### config.mk
export PLATFORM = sky130hd
export DESIGN_NAME = vec_hold_timer
export DESIGN_NICKNAME = d
export VERILOG_FILES = /design/src/rtl/exhaustive_vector_checker_vec_hold_timer.sv
export SDC_FILE = /design/constraint.sdc
export NUM_CORES = 1
export LEC_CHECK = 0
export CORE_AREA = 10 10 47 49
export DETAILED_ROUTE_END_ITERATION = 12
export DIE_AREA = 0 0 57 59
export PLACE_DENSITY = 0.48
export SYNTH_ARGS = -nofsm -noshare
export SYNTH_HDL_FRONTEND = slang
export SYNTH_SLANG_ARGS = --single-unit
### constraint.sdc
create_clock -name clk -period 1.6 [get_ports clk]
set_input_delay 0.16 -clock clk [delete_from_list [all_inputs] [get_ports clk]]
set_output_delay 0.16 -clock clk [all_outputs]
set_load 0.1 [all_outputs]
### src/rtl/exhaustive_vector_checker_vec_hold_timer.sv
// vec_hold_timer: counts the cycles a vector has been driven and flags the last one
module vec_hold_timer #(
    parameter int HOLD = 10
) (
    input  logic clk,
    input  logic rst,
    input  logic clear,
    input  logic en,
    output logic last
);
    localparam int W = $clog2(HOLD + 1);
    logic [W-1:0] hold_cnt;
    assign last = hold_cnt == W'(HOLD - 1);
    always_ff @(posedge clk or posedge rst) begin
        if (rst)
            hold_cnt <= '0;
        else if (clear || (en && last))
            hold_cnt <= '0;
        else if (en)
            hold_cnt <= hold_cnt + 1'b1;
    end
endmodule

======== After elaboration in Yosys (flattened, before gate mapping) ========
Cells that the tools add are included.
storage, ports and cells
  logic and storage cells ................. 8
  register bits after elaboration ......... 4
  output and inout port bits .............. 1
cells by class
  equal/unequal tests ..................... 1
  $add $sub $neg .......................... 1
  reduce and logical (&&, ||, !) cells .... 3
  multiplexer cells ....................... 2
operator list
  kind                                                           count
  4-bit 2-to-1 mux                                               2
  4-bit by 1-bit adder with 4-bit output, second input constant  1
  4-bit equality test, second input constant                     1
  2-bit nonzero test                                             1
  1-bit logical AND                                              1
  1-bit logical OR                                               1

======== Depth between registers and ports, before layout ========
Gate-level depths: netlist of run 1.
  depth after elaboration ................. 4
  mapped depth ............................ 5
  depth with buffers taken out ............ 5

======== Worst setup path before layout of run 1 ========
Ideal clock, no wire load.
  path type ............................... reg-to-output
  start point ............................. reg hold_cnt[1]
  end point ............................... out last
  data arrival time ....................... 1306 ps
  stages on the path, launching flop included .. 5
  slack ................................... 134 ps
  cell sequence ........................... dfrtp_1 inv_1 ha_1 nand3b_2 inv_1
on the way
  word-level cells in the longest chain between the ends .. 1
ends and longest elaborated chain
  item                      RTL line  text
  start: declaration        12        logic [W-1:0] hold_cnt;
  start signal: assignment  20        hold_cnt <= hold_cnt + 1'b1;
  4-bit equality test       13        assign last = hold_cnt == W'(HOLD - 1);
  end: declaration          9         output logic last
Every way passes these cells.

======== Worst setup path in the final report of run 1 ========
Same ends and word-level chain as after synthesis.

==> impl_metrics.csv, run 1 <==
group,metric,value,unit
cells_and_area,num-nets-final,42,
run_status,outcome,"finished, final reports clean",
floorplan,core_region_area,1400,sq um
sta,setup_viol,0,
routing,vias_per_cell,4.08,
floorplan,row_count,14,
clock_tree,cts_setup_buffers,0,
critical_path,crit_path_end_kind,"primary output",
cells_and_area,drive_gt1_frac,0.206,
global_routing,grt_start_max_net_pins,7,
placement,dp_cells,47,
cells_and_area,mostFrequentLayoutCell,"dfrtp_1",
sta,setup_slack,0.145,ns
critical_path,path_cells,"inv_1, ha_1, nand3b_2, inv_1, buf_12",
critical_path,cpMaxStageDelayCell,"dfrtp_1",
sta,hold_viol_final,0,
routing,ant_nets,0,
clock_tree,cts-root-buf,"clkbuf_4",
clock_tree,cts_hold_buf,0,
cells_and_area,final_util,0.247,
synth,yosys_warnings,0,
global_routing,grt_pass1_vias,227,
sta,rsz0062_at_grt,"false",
critical_path,reg2reg_slack,0.25,ns
synth,ys_seq_area_frac,0.406,
placement,dp_slack,0.249,ns
clock_tree,htreeDepth,1,
cells_and_area,final_area,347,sq um
routing,wl_met1,236,microns
sta,finClkSkew,0.00396,ns
floorplan,dieArea,3360,sq um
floorplan,fp.dieH,59,microns
routing,met2_length,251,microns
run,maxCapViolCount,0,
critical_path,start_kind,"flop",
synth,netlist_area,246,sq um
synth,synth_nets,32,
sta,tightest_slew,0.183,ns
placement,io_buffers,4,
critical_path,cp.required,1.44,ns
routing,num_vias,204,
synth,synth_seq_cells,4,
cells_and_area,reg_top3,"hold_cnt (4)",
sta,relSlewSlack,0.878,
placement,place_area,324,sq um
clock_tree,numCtsBuffers,3,
sta,fmax,0.687,GHz
clock_tree,clockBufferDepth,2,
sta,fin_crit_sh,0.909,
sta,hold_slack,0.109,ns
critical_path,crit_family,"flip-flops",
routing,wirelength,511,microns
clock_tree,clock_sink_count,4,
power_and_ir_drop,power_density,746,nW/um^2
cells_and_area,fillers,150,
critical_path,cp_num_buf_inv,3,
power_and_ir_drop,p_leak,0.155,nW
critical_path,worstPathMaxFanout,5,
clock_tree,tritoncts,"done",
synth,ys_types,13,
sta,setup-tns-final,0,ns
critical_path,arrival,1.30,ns
floorplan,initial_core_util,0.176,
clock_tree,clkTransAtPathRegs,0.04,ns
critical_path,cpPeakStageDelay,0.41,ns
synth,syn_inst,26,
synth,syn_area_per_cell,9.48,sq um
cells_and_area,finalNonFillerCells,50,
cells_and_area,area_growth,40.6,%
global_routing,antenna_found_initial,0,
global_routing,gr-total-overflow,0,
power_and_ir_drop,peakVddDrop,0.367,mV
routing,maxUsedRoutingLayer,"met3",
sta,min_period,1.46,ns
routing,wl_per_cell,10.2,microns
power_and_ir_drop,power.total,0.258,mW
cells_and_area,top_register,"hold_cnt",
routing,first_iter_violations,1,
floorplan,ioPinCount,5,
sta,slew_viol_final,0,
global_routing,grt_pass1_wl,966,microns
clock_tree,clk-insertion-delay-late,0.23,ns
routing,wl_met3,23,microns
floorplan,die_width,57,microns
min_path,hold_path.class,"primary input to asynchronous set/reset pin",
routing,drc_errors,0,
cells_and_area,diodes,0,
global_routing,grt.total_usage,0.0375,
critical_path,worstSetupPathType,"flop to primary output",
critical_path,cpMostUsedCell,"inv_1",
routing,dr.pass1.iters,2,
cells_and_area,largest_reg_flops,4,
clock_tree,postCtsResizedCells,0,
placement,place_congestion,0.690,
[area by class of cell]
cell class | count | area [sq um] | share of cell area
multi-input cells | 19 | 135 | 0.390
flip-flops and latches | 4 | 100 | 0.289
repair buffers | 5 | 57.6 | 0.166
clock buffers | 3 | 22.5 | 0.0650
well taps | 16 | 20.0 | 0.0578
inverters | 3 | 11.3 | 0.0325
[power by group]
group / internal (mW) / leakage, nW / switching, mW / total, mW
combinational: 0.0158 / 0.0864 / 0.0118 / 0.0276
clock: 0.0836 / 0.0138 / 0.0369 / 0.120
sequential: 0.105 / 0.0545 / 0.00491 / 0.110
[worst register-to-register path: stages (launching register included)]
cell	delay [ns]
dfrtp_1	0.40
inv_1	0.06
ha_1	0.19
nand3b_2	0.12
or3b_1	0.37
a21oi_2	0.13
[per-layer routing]
metal  vias up  global-route usage
met4         0              0.0201
met1        94              0.0402
met3         0              0.0365
met2         4              0.0465
met5         -                   0
li1        106                   -
[cells by family (layout without fill, tap and decap cells)]
| logic type | after synthesis | after routing | synth area share |
|---|---|---|---|
| compound gates | 7 | 7 | 0.168 |
| fa+ha+maj | 2 | 2 | 0.102 |
| buf+inv | 3 | 11 | 0.0457 |
| flops | 4 | 4 | 0.406 |
| simple gates | 10 | 10 | 0.279 |
[synthesized netlist by cell type]
library cell | instances | area [sq um]
a21oi_1 | 3 | 15.0
nand3b_1 | 2 | 15.0
nand3b_2 | 1 | 11.3
a21oi_2 | 1 | 8.76
and4b_1 | 1 | 10.0
dfrtp_1 | 4 | 100
inv_1 | 3 | 11.3
a21boi_0 | 1 | 7.51
o21ai_0 | 2 | 10.0
ha_1 | 2 | 25.0
nand2b_1 | 2 | 12.5
or3b_1 | 1 | 8.76
nand2_1 | 3 | 11.3
[final timing paths]
path	startpoint	to	cells past startpoint
min reg2reg	hold_cnt[3]	hold_cnt[3]	2
min in group clk	hold_cnt[3]	hold_cnt[3]	2
max	hold_cnt[1]	last	5
min	rst	hold_cnt[1]	2
max in group asynchronous	rst	hold_cnt[2]	2
max reg2reg	hold_cnt[1]	hold_cnt[2]	5
Power figures use the tool's default switching activity.
==> run 2, diff against run 1 <==
--- a/config.mk
+++ b/config.mk
@@ -8,6 +8,7 @@
 export CORE_AREA = 10 10 47 49
 export DETAILED_ROUTE_END_ITERATION = 12
 export DIE_AREA = 0 0 57 59
+export GPL_TIMING_DRIVEN = 0
 export PLACE_DENSITY = 0.48
 export SYNTH_ARGS = -nofsm -noshare
 export SYNTH_HDL_FRONTEND = slang
==> run 2 against run 1 <==
  * Utilization down 1.2 points
  * Global-route usage down 0.47 points
  * Worst hold slack worse by 0.0011 ns
  * Combinational power down 8.0%
  * Register-to-register slack about the same
  * First-iteration DRC count up 100%
  * Cell area down 4.7%
  * Cell count down 2.0%
  * Clock skew about the same
  * Routed wire length down 1.8%
  * Flip-flop and latch count unchanged
  * Sequential power about the same
  * Critical endpoint unchanged
  * Largest power group unchanged
==> impl_metrics.csv, run 2 (synthesis results as in run 1) <==
group,metric,value,unit
clock_tree,clkTransAtPathRegs,0.04,ns
routing,dr.pass1.iters,3,
power_and_ir_drop,peakVddDrop,0.381,mV
critical_path,critPathLaunch,"hold_cnt[1]",
floorplan,initial_core_util,0.176,
routing,vias_per_cell,4.29,
sta,setup-tns-final,0,ns
placement,io_buffers,4,
cells_and_area,area_growth,34.0,%
placement,dp_slack,-0.543,ns
power_and_ir_drop,power.total,0.257,mW
power_and_ir_drop,p_sw,0.0540,mW
cells_and_area,diodes,0,
floorplan,fp.dieH,59,microns
run,maxCapViolCount,0,
cells_and_area,final_area,330,sq um
power_and_ir_drop,power_density,779,nW/um^2
critical_path,r2r_start,"hold_cnt[0]",
sta,setup_slack,0.115,ns
global_routing,grt_pass1_wl,841,microns
clock_tree,htreeDepth,1,
clock_tree,clock_sink_count,4,
min_path,hold_path.class,"primary input to asynchronous set/reset pin",
floorplan,dieArea,3360,sq um
power_and_ir_drop,p_seq_frac,0.431,
floorplan,row_count,14,
cells_and_area,top_register,"hold_cnt",
sta,relSlewSlack,0.868,
sta,min_period,1.49,ns
critical_path,worstSetupPathType,"flop to primary output",
critical_path,cp.required,1.44,ns
clock_tree,clockBufferDepth,2,
global_routing,antenna_found_initial,0,
clock_tree,cts_setup_buffers,0,
power_and_ir_drop,p_leak,0.148,nW
global_routing,grt.total_usage,0.0328,
cells_and_area,finalNonFillerCells,49,
run_status,outcome,"finished, final reports clean",
sta,finClkSkew,0.00401,ns
clock_tree,clk-insertion-delay-late,0.23,ns
sta,fmax,0.673,GHz
floorplan,ioPinCount,5,
sta,hold_viol_final,0,
power_and_ir_drop,intPower,0.203,mW
global_routing,grt_pass1_vias,199,
clock_tree,cts_hold_buf,0,
sta,tightest_slew,0.197,ns
floorplan,die_width,57,microns
critical_path,worstPathMaxFanout,5,
placement,dp_hpwl,390,microns
clock_tree,cts-root-buf,"clkbuf_4",
power_and_ir_drop,p_comb_frac,0.099,
placement,place_congestion,0.690,
critical_path,arrival,1.33,ns
sta,slew_viol_final,0,
routing,drc_errors,0,
cells_and_area,mostFrequentLayoutCell,"dfrtp_1",
sta,fin_crit_sh,0.928,
critical_path,start_kind,"flop",
power_and_ir_drop,pwr-share-clk,0.470,
cells_and_area,reg_top3,"hold_cnt (4)",
routing,ant_nets,0,
power_and_ir_drop,swShare,0.210,
cells_and_area,num-nets-final,41,
global_routing,grt_start_max_net_pins,8,
global_routing,gr-total-overflow,0,
routing,wl_per_cell,10.2,microns
clock_tree,numCtsBuffers,3,
floorplan,core_region_area,1400,sq um
cells_and_area,largest_reg_flops,4,
sta,rsz0062_at_grt,"false",
routing,num_vias,210,
routing,wirelength,502,microns
sta,setup_viol,0,
cells_and_area,drive_gt1_frac,0.182,
placement,place_area,307,sq um
clock_tree,tritoncts,"done",
critical_path,crit_path_end_kind,"primary output",
placement,dp_cells,46,
routing,first_iter_violations,2,
run 2: layer usage:
layer	track usage	vias up	part of all wire
met5	0	-	0
met3	0.0258	0	0.062
met2	0.0434	5	0.48
met1	0.0355	102	0.46
li1	-	103	-
met4	0.0201	0	0
run 2: final cells by class:
cell class | count | area (sq um)
Timing Repair Buffer | 4 | 41.3
Fill cell | 168 | 1070
Multi-Input combinational cell | 19 | 135
Tap cell | 16 | 20.0
Inverter | 3 | 11.3
Clock buffer | 3 | 22.5
Sequential cell | 4 | 100
run 2: worst paths after layout:
path	endpoint	cells after the start	slack, ns
setup / recovery	last	5	0.11
hold / removal	hold_cnt[3]	2	0.11
setup reg to reg	hold_cnt[2]	4	0.24
hold reg to reg	hold_cnt[3]	2	0.57
max in group asynchronous	hold_cnt[0]	2	1.34
min in group clk	hold_cnt[3]	2	0.57
run 2: timing repair:
action,4_1_cts,5_1_grt
resized for setup,6,1
hold endpoints to repair,0,0
gates cloned,0,0
endpoints found under the setup margin,1,1
run 2: power by group through the flow:
stage,registers (mW),logic [mW],clock network [mW]
final,0.111,0.0254,0.121
after detailed placement,0.112,0.0255,0
after global routing,0.112,0.0292,0.136
after floorplan,0.110,0.0134,0
after global placement,0.112,0.0256,0
after CTS,0.111,0.0256,0.128
run 2: critical path: stages (launching register included):
cell and delay (ns):
dfrtp_1 0.42, inv_1 0.07, ha_1 0.17, nand3b_2 0.12, inv_1 0.09, buf_6 0.22
run 2: through the flow:
step	util	hold WS, ns
after floorplan	-	-0.0739
after global placement	0.219	0.352
after detailed placement	0.219	0.359
after CTS	0.233	0.108
after global routing	0.236	0.113
final	0.236	0.108
==> RTL change 1: new RTL, settings of run 2 <==
Set the parameter `HOLD` to 20 (it was 10).
--- a/src/rtl/exhaustive_vector_checker_vec_hold_timer.sv
+++ b/src/rtl/exhaustive_vector_checker_vec_hold_timer.sv
@@ -1,6 +1,6 @@
 // vec_hold_timer: counts the cycles a vector has been driven and flags the last one
 module vec_hold_timer #(
-    parameter int HOLD = 10
+    parameter int HOLD = 20
 ) (
     input  logic clk,
     input  logic rst,
Formal check against the unedited RTL: not equivalent (a bounded check fails within 10 cycles, from zero or initial values and one cycle with rst high).
==> RTL change 1 against run 2 <==
- cell count up 8.2%
- design area is 15% higher
- register-to-register slack got worse by 0.03 ns
- combinational power is 3% lower
- sequential power is 21% higher
- setup slack got worse by 0.047 ns
- synthesized area increased by 20%
- sequential cell count up 1
- power increased by 16%
- routed wire length increased by 5.4%
- largest cell class unchanged
==> RTL change 1: results <==
export IMPL_status="complete, no violations"
export IMPL_routabilityCongestion=0.6770
export IMPL_grt_use_total_pct=3.159
export IMPL_dp_slack_ns=-0.5379
export IMPL_grt_max_degree=8
export IMPL_yosys_cell_types_count=18
export IMPL_via_per_inst=4.453
export IMPL_dp_cells=49
export IMPL_synthTopCellsByCount="dfrtp_1, a21oi_1"
export IMPL_arrival_ns=1.37
export IMPL_grt_pass1_wl_um=828
export IMPL_worst_pin_slew_ns=0.2800
export IMPL_clk_latency_ns=0.23
export IMPL_wl_per_cell_um=9.981
export IMPL_cp_max_fo=4
export IMPL_dp_hpwl_um=449.1
export IMPL_ys_top_cells_by_area="dfrtp_1, nand4bb_4, and2b_2, a21oi_1, ha_1"
export IMPL_grt_pass1_vias=238
export IMPL_finClkSkew_ns=0.001275
export IMPL_layout_drive_gt1_share_pct=27.03
export IMPL_drtPass1Iterations=2
export IMPL_ir_drop_uv=357.6
export IMPL_worstHoldPathType="in -> async"
export IMPL_synth_seq_area_share_pct=42.37
export IMPL_place_area_sq_um=355.3
export IMPL_leakagePower_nw=0.1648
export IMPL_antenna_found_initial=0
export IMPL_synthCells=29
export IMPL_cp_top_family="flip-flops"
export IMPL_cpPeakStageDelay_ns=0.38
export IMPL_fin_nets=43
export IMPL_reg_top3="hold_cnt x5"
export IMPL_stdcell_count=53
export IMPL_syn_nets=34
export IMPL_first_iter_violations=4
## RTL change 1: path summary, 6_finish.rpt
path,to,depth (start not counted),from,slack (ns)
worst min-delay path,hold_cnt[3]$_DFFE_PP0P_,2,rst,0.11
worst max register to register,hold_cnt[2]$_DFFE_PP0P_,5,hold_cnt[0]$_DFFE_PP0P_,0.21
min in group clk,hold_cnt[2]$_DFFE_PP0P_,2,clear,0.57
worst min register to register,hold_cnt[1]$_DFFE_PP0P_,2,hold_cnt[1]$_DFFE_PP0P_,0.57
worst max-delay path,last,4,hold_cnt[0]$_DFFE_PP0P_,0.07
max in group asynchronous,hold_cnt[0]$_DFFE_PP0P_,2,rst,1.32
## RTL change 1: repair_timing
action | in CTS | in global routing
setup endpoints to repair | 1 | 0
hold endpoints to repair | 0 | 0
gates resized for setup | 6 | 0
## RTL change 1: final cells by class
class / instances / area [sq um]
clock buffers: 4 / 26.28
fillers: 162 / 1022
inverters: 2 / 7.507
multi-input cells: 22 / 162.7
flip-flops and latches: 5 / 125.1
well taps: 16 / 20.02
repair buffers: 4 / 37.54
## RTL change 1: cell families (layout without fill, tap and decap cells)
group | after synthesis | in the layout | share of synthesized area [%]
AOI/OAI and AO/OA | 6 | 6 | 11.44
buffers and inverters | 2 | 10 | 2.540
xor gates and xnor gates | 1 | 1 | 2.967
DFF | 5 | 5 | 42.37
and+or+nand+nor | 14 | 14 | 36.45
adders and majority gates | 1 | 1 | 4.237
## RTL change 1: report_power, final
part	leakage [nW]	total [mW]	switching, mW	internal (mW)
sequential	0.0685	0.134	0.00349	0.131
combinational	0.0813	0.0246	0.0117	0.0130
clock	0.0150	0.139	0.0454	0.0939
## RTL change 1: layer usage
metal / track usage [%] / wire length [um]
met4: 3.020 / 0
met3: 1.288 / 14
met2: 6.512 / 304
met5: 0 / 0
met1: 1.907 / 210
==> RTL change 2: new RTL, flow settings as in run 2 <==
Without the edit above. Register the output `last`, without a reset; this adds one clock of latency there. Comments in the files are not updated.
--- a/src/rtl/exhaustive_vector_checker_vec_hold_timer.sv
+++ b/src/rtl/exhaustive_vector_checker_vec_hold_timer.sv
@@ -9,15 +9,21 @@
     output logic last
 );
     localparam int W = $clog2(HOLD + 1);
+
+    logic last_d;
     logic [W-1:0] hold_cnt;
-    assign last = hold_cnt == W'(HOLD - 1);
+    assign last_d = hold_cnt == W'(HOLD - 1);
     always_ff @(posedge clk or posedge rst) begin
         if (rst)
             hold_cnt <= '0;
-        else if (clear || (en && last))
+        else if (clear || (en && last_d))
             hold_cnt <= '0;
         else if (en)
             hold_cnt <= hold_cnt + 1'b1;
     end
+    always_ff @(posedge clk) begin
+        last <= last_d;
+    end
+
 endmodule
 
Behaviour: not the same (Yosys sat finds a counterexample within 10 cycles, from zero or initial values and one cycle with rst high).
==> RTL change 2 against run 2 <==
- synthesized area rose by 8.1%
- sequential cell count grew 1
- setup slack got worse by 0.053 ns
- power grew 20%
- hold slack worse by 0.0075 ns
- synthesized cell count is 3.8% higher
- design area rose by 6.4%
- routed wire length increased by 11%
- largest cell class unchanged
- highest routed layer is now met4
==> RTL change 2: results <==
export IMPL_layout_drive_gt1_share_pct=14.29
export IMPL_yosys_cell_types_count=14
export IMPL_synth_adder_area_share_pct=9.390
export IMPL_grt_use_total_pct=3.808
export IMPL_use_met3_pct=1.931
export IMPL_grt_max_degree=8
export IMPL_synthCells=27
export IMPL_status="complete, no violations"
export IMPL_drtPass1Iterations=4
export IMPL_grt_pass1_wl_um=931
export IMPL_cpPeakStageDelay_ns=0.84
export IMPL_cts_max_path_buffers=2
export IMPL_synth_compound_area_share_pct=15.49
export IMPL_numCtsBuffers=3
export IMPL_synthArstFlopShare_pct=80.00
export IMPL_post_cts_buffers=0
export IMPL_diodes=0
export IMPL_port_buffers=4
export IMPL_num_fill_cells=158
export IMPL_first_iter_violations=3
export IMPL_clk_latency_ns=0.24
export IMPL_globalRouteMet1Util_pct=3.695
export IMPL_use_met2_pct=5.116
export IMPL_synthMuxAreaShare_pct=0
export IMPL_yosysWarnings=0
export IMPL_worstHoldPathType="in -> async"
export IMPL_cp_top_family="buffers and inverters"
export IMPL_p_int_uw=238.7
export IMPL_dp_hpwl_um=448
export IMPL_clock_root_buffer="clkbuf_4"
export IMPL_cts_max_level=1
export IMPL_syn_nets=33
export IMPL_path_clk_slew_ns=0.04
export IMPL_worst_pin_slew_ns=0.9567
export IMPL_ys_top_cells_by_area="dfrtp_1, ha_1, dfxtp_1, a21oi_1, nand3b_1"
export IMPL_ir_drop_uv=318.0
export IMPL_cp_required_ns=1.44
export IMPL_synthTopCellsByCount="dfrtp_1, a21oi_1, inv_1, nand2_1"
export IMPL_synth_seq_area_share_pct=45.07
export IMPL_grt_pass1_vias=212
export IMPL_via_per_inst=4.118
export IMPL_reg_top3="hold_cnt x4, last x1"
export IMPL_antenna_found_initial=0
export IMPL_leakagePower_nw=0.1593
export IMPL_crit_slowest_cell="dlygate4sd2_1"
export IMPL_fin_nets=42
export IMPL_finClkSkew_ns=0.004572
export IMPL_r2r_cells=4
export IMPL_routed_wl_um=559
export IMPL_place_area_sq_um=326.6
export IMPL_cp_max_fo=1
export IMPL_final_util_pct=25.09
export IMPL_routabilityCongestion=0.7955
RTL change 2: changes by cell type after synthesis:
cell     change
dfxtp_1      +1
RTL change 2: stage by stage:
step           cells  setup WS, ns
2_1_floorplan     27        0.3471
3_3_place_gp      47       0.01296
3_5_place_dp      47       0.02411
4_1_cts           51       0.04624
5_1_grt           51       0.02760
6_report          51       0.06181
RTL change 2: kinds of logic (layout without fill, tap and decap cells):
family	Yosys count	after routing
buffers and inverters	3	11
adders and majority gates	2	2
and+or+nand+nor	10	10
DFF	5	5
AOI/OAI and AO/OA	7	7
RTL change 2: layer usage:
layer / part of all wire, % / vias up
li1: - / 109
met1: 46 / 96
met2: 51 / 3
met3: 0.54 / 2
met4: 1.8 / 0
met5: 0 / -
RTL change 2: worst paths after layout:
kind | from | endpoint | slack (ns)
worst max register to register | hold_cnt[0]$_DFFE_PP0P_ | hold_cnt[2]$_DFFE_PP0P_ | 0.22
worst max-delay path | last$_DFF_P_ | last | 0.06
worst min register to register | hold_cnt[3]$_DFFE_PP0P_ | hold_cnt[3]$_DFFE_PP0P_ | 0.59
max in group asynchronous | rst | hold_cnt[1]$_DFFE_PP0P_ | 1.34
min in group clk | clear | hold_cnt[2]$_DFFE_PP0P_ | 0.57
worst min-delay path | rst | hold_cnt[3]$_DFFE_PP0P_ | 0.10
RTL change 2: power by group through the flow:
stage / combinational (mW) / clock (mW) / sequential [mW]
after global placement: 0.0249 / 0 / 0.137
after CTS: 0.0259 / 0.152 / 0.136
after global routing: 0.0291 / 0.160 / 0.136
final: 0.0256 / 0.147 / 0.136
after detailed placement: 0.0258 / 0 / 0.137
after floorplan: 0.0133 / 0 / 0.136
RTL change 2: what timing repair did:
item | 4_1_cts | 5_1_grt
hold buffers | 0 | 0
endpoints found under the setup margin | 1 | 0
gates resized for setup | 1 | 0
RTL change 2: area by class of cell:
| class | instances | area share [%] |
|---|---|---|
| multi-input combinational | 19 | 38.43 |
| sequential | 5 | 34.16 |
| timing repair buffer | 4 | 11.03 |
| clock buffer | 4 | 7.473 |
| tap | 16 | 5.694 |
| inverter | 3 | 3.203 |
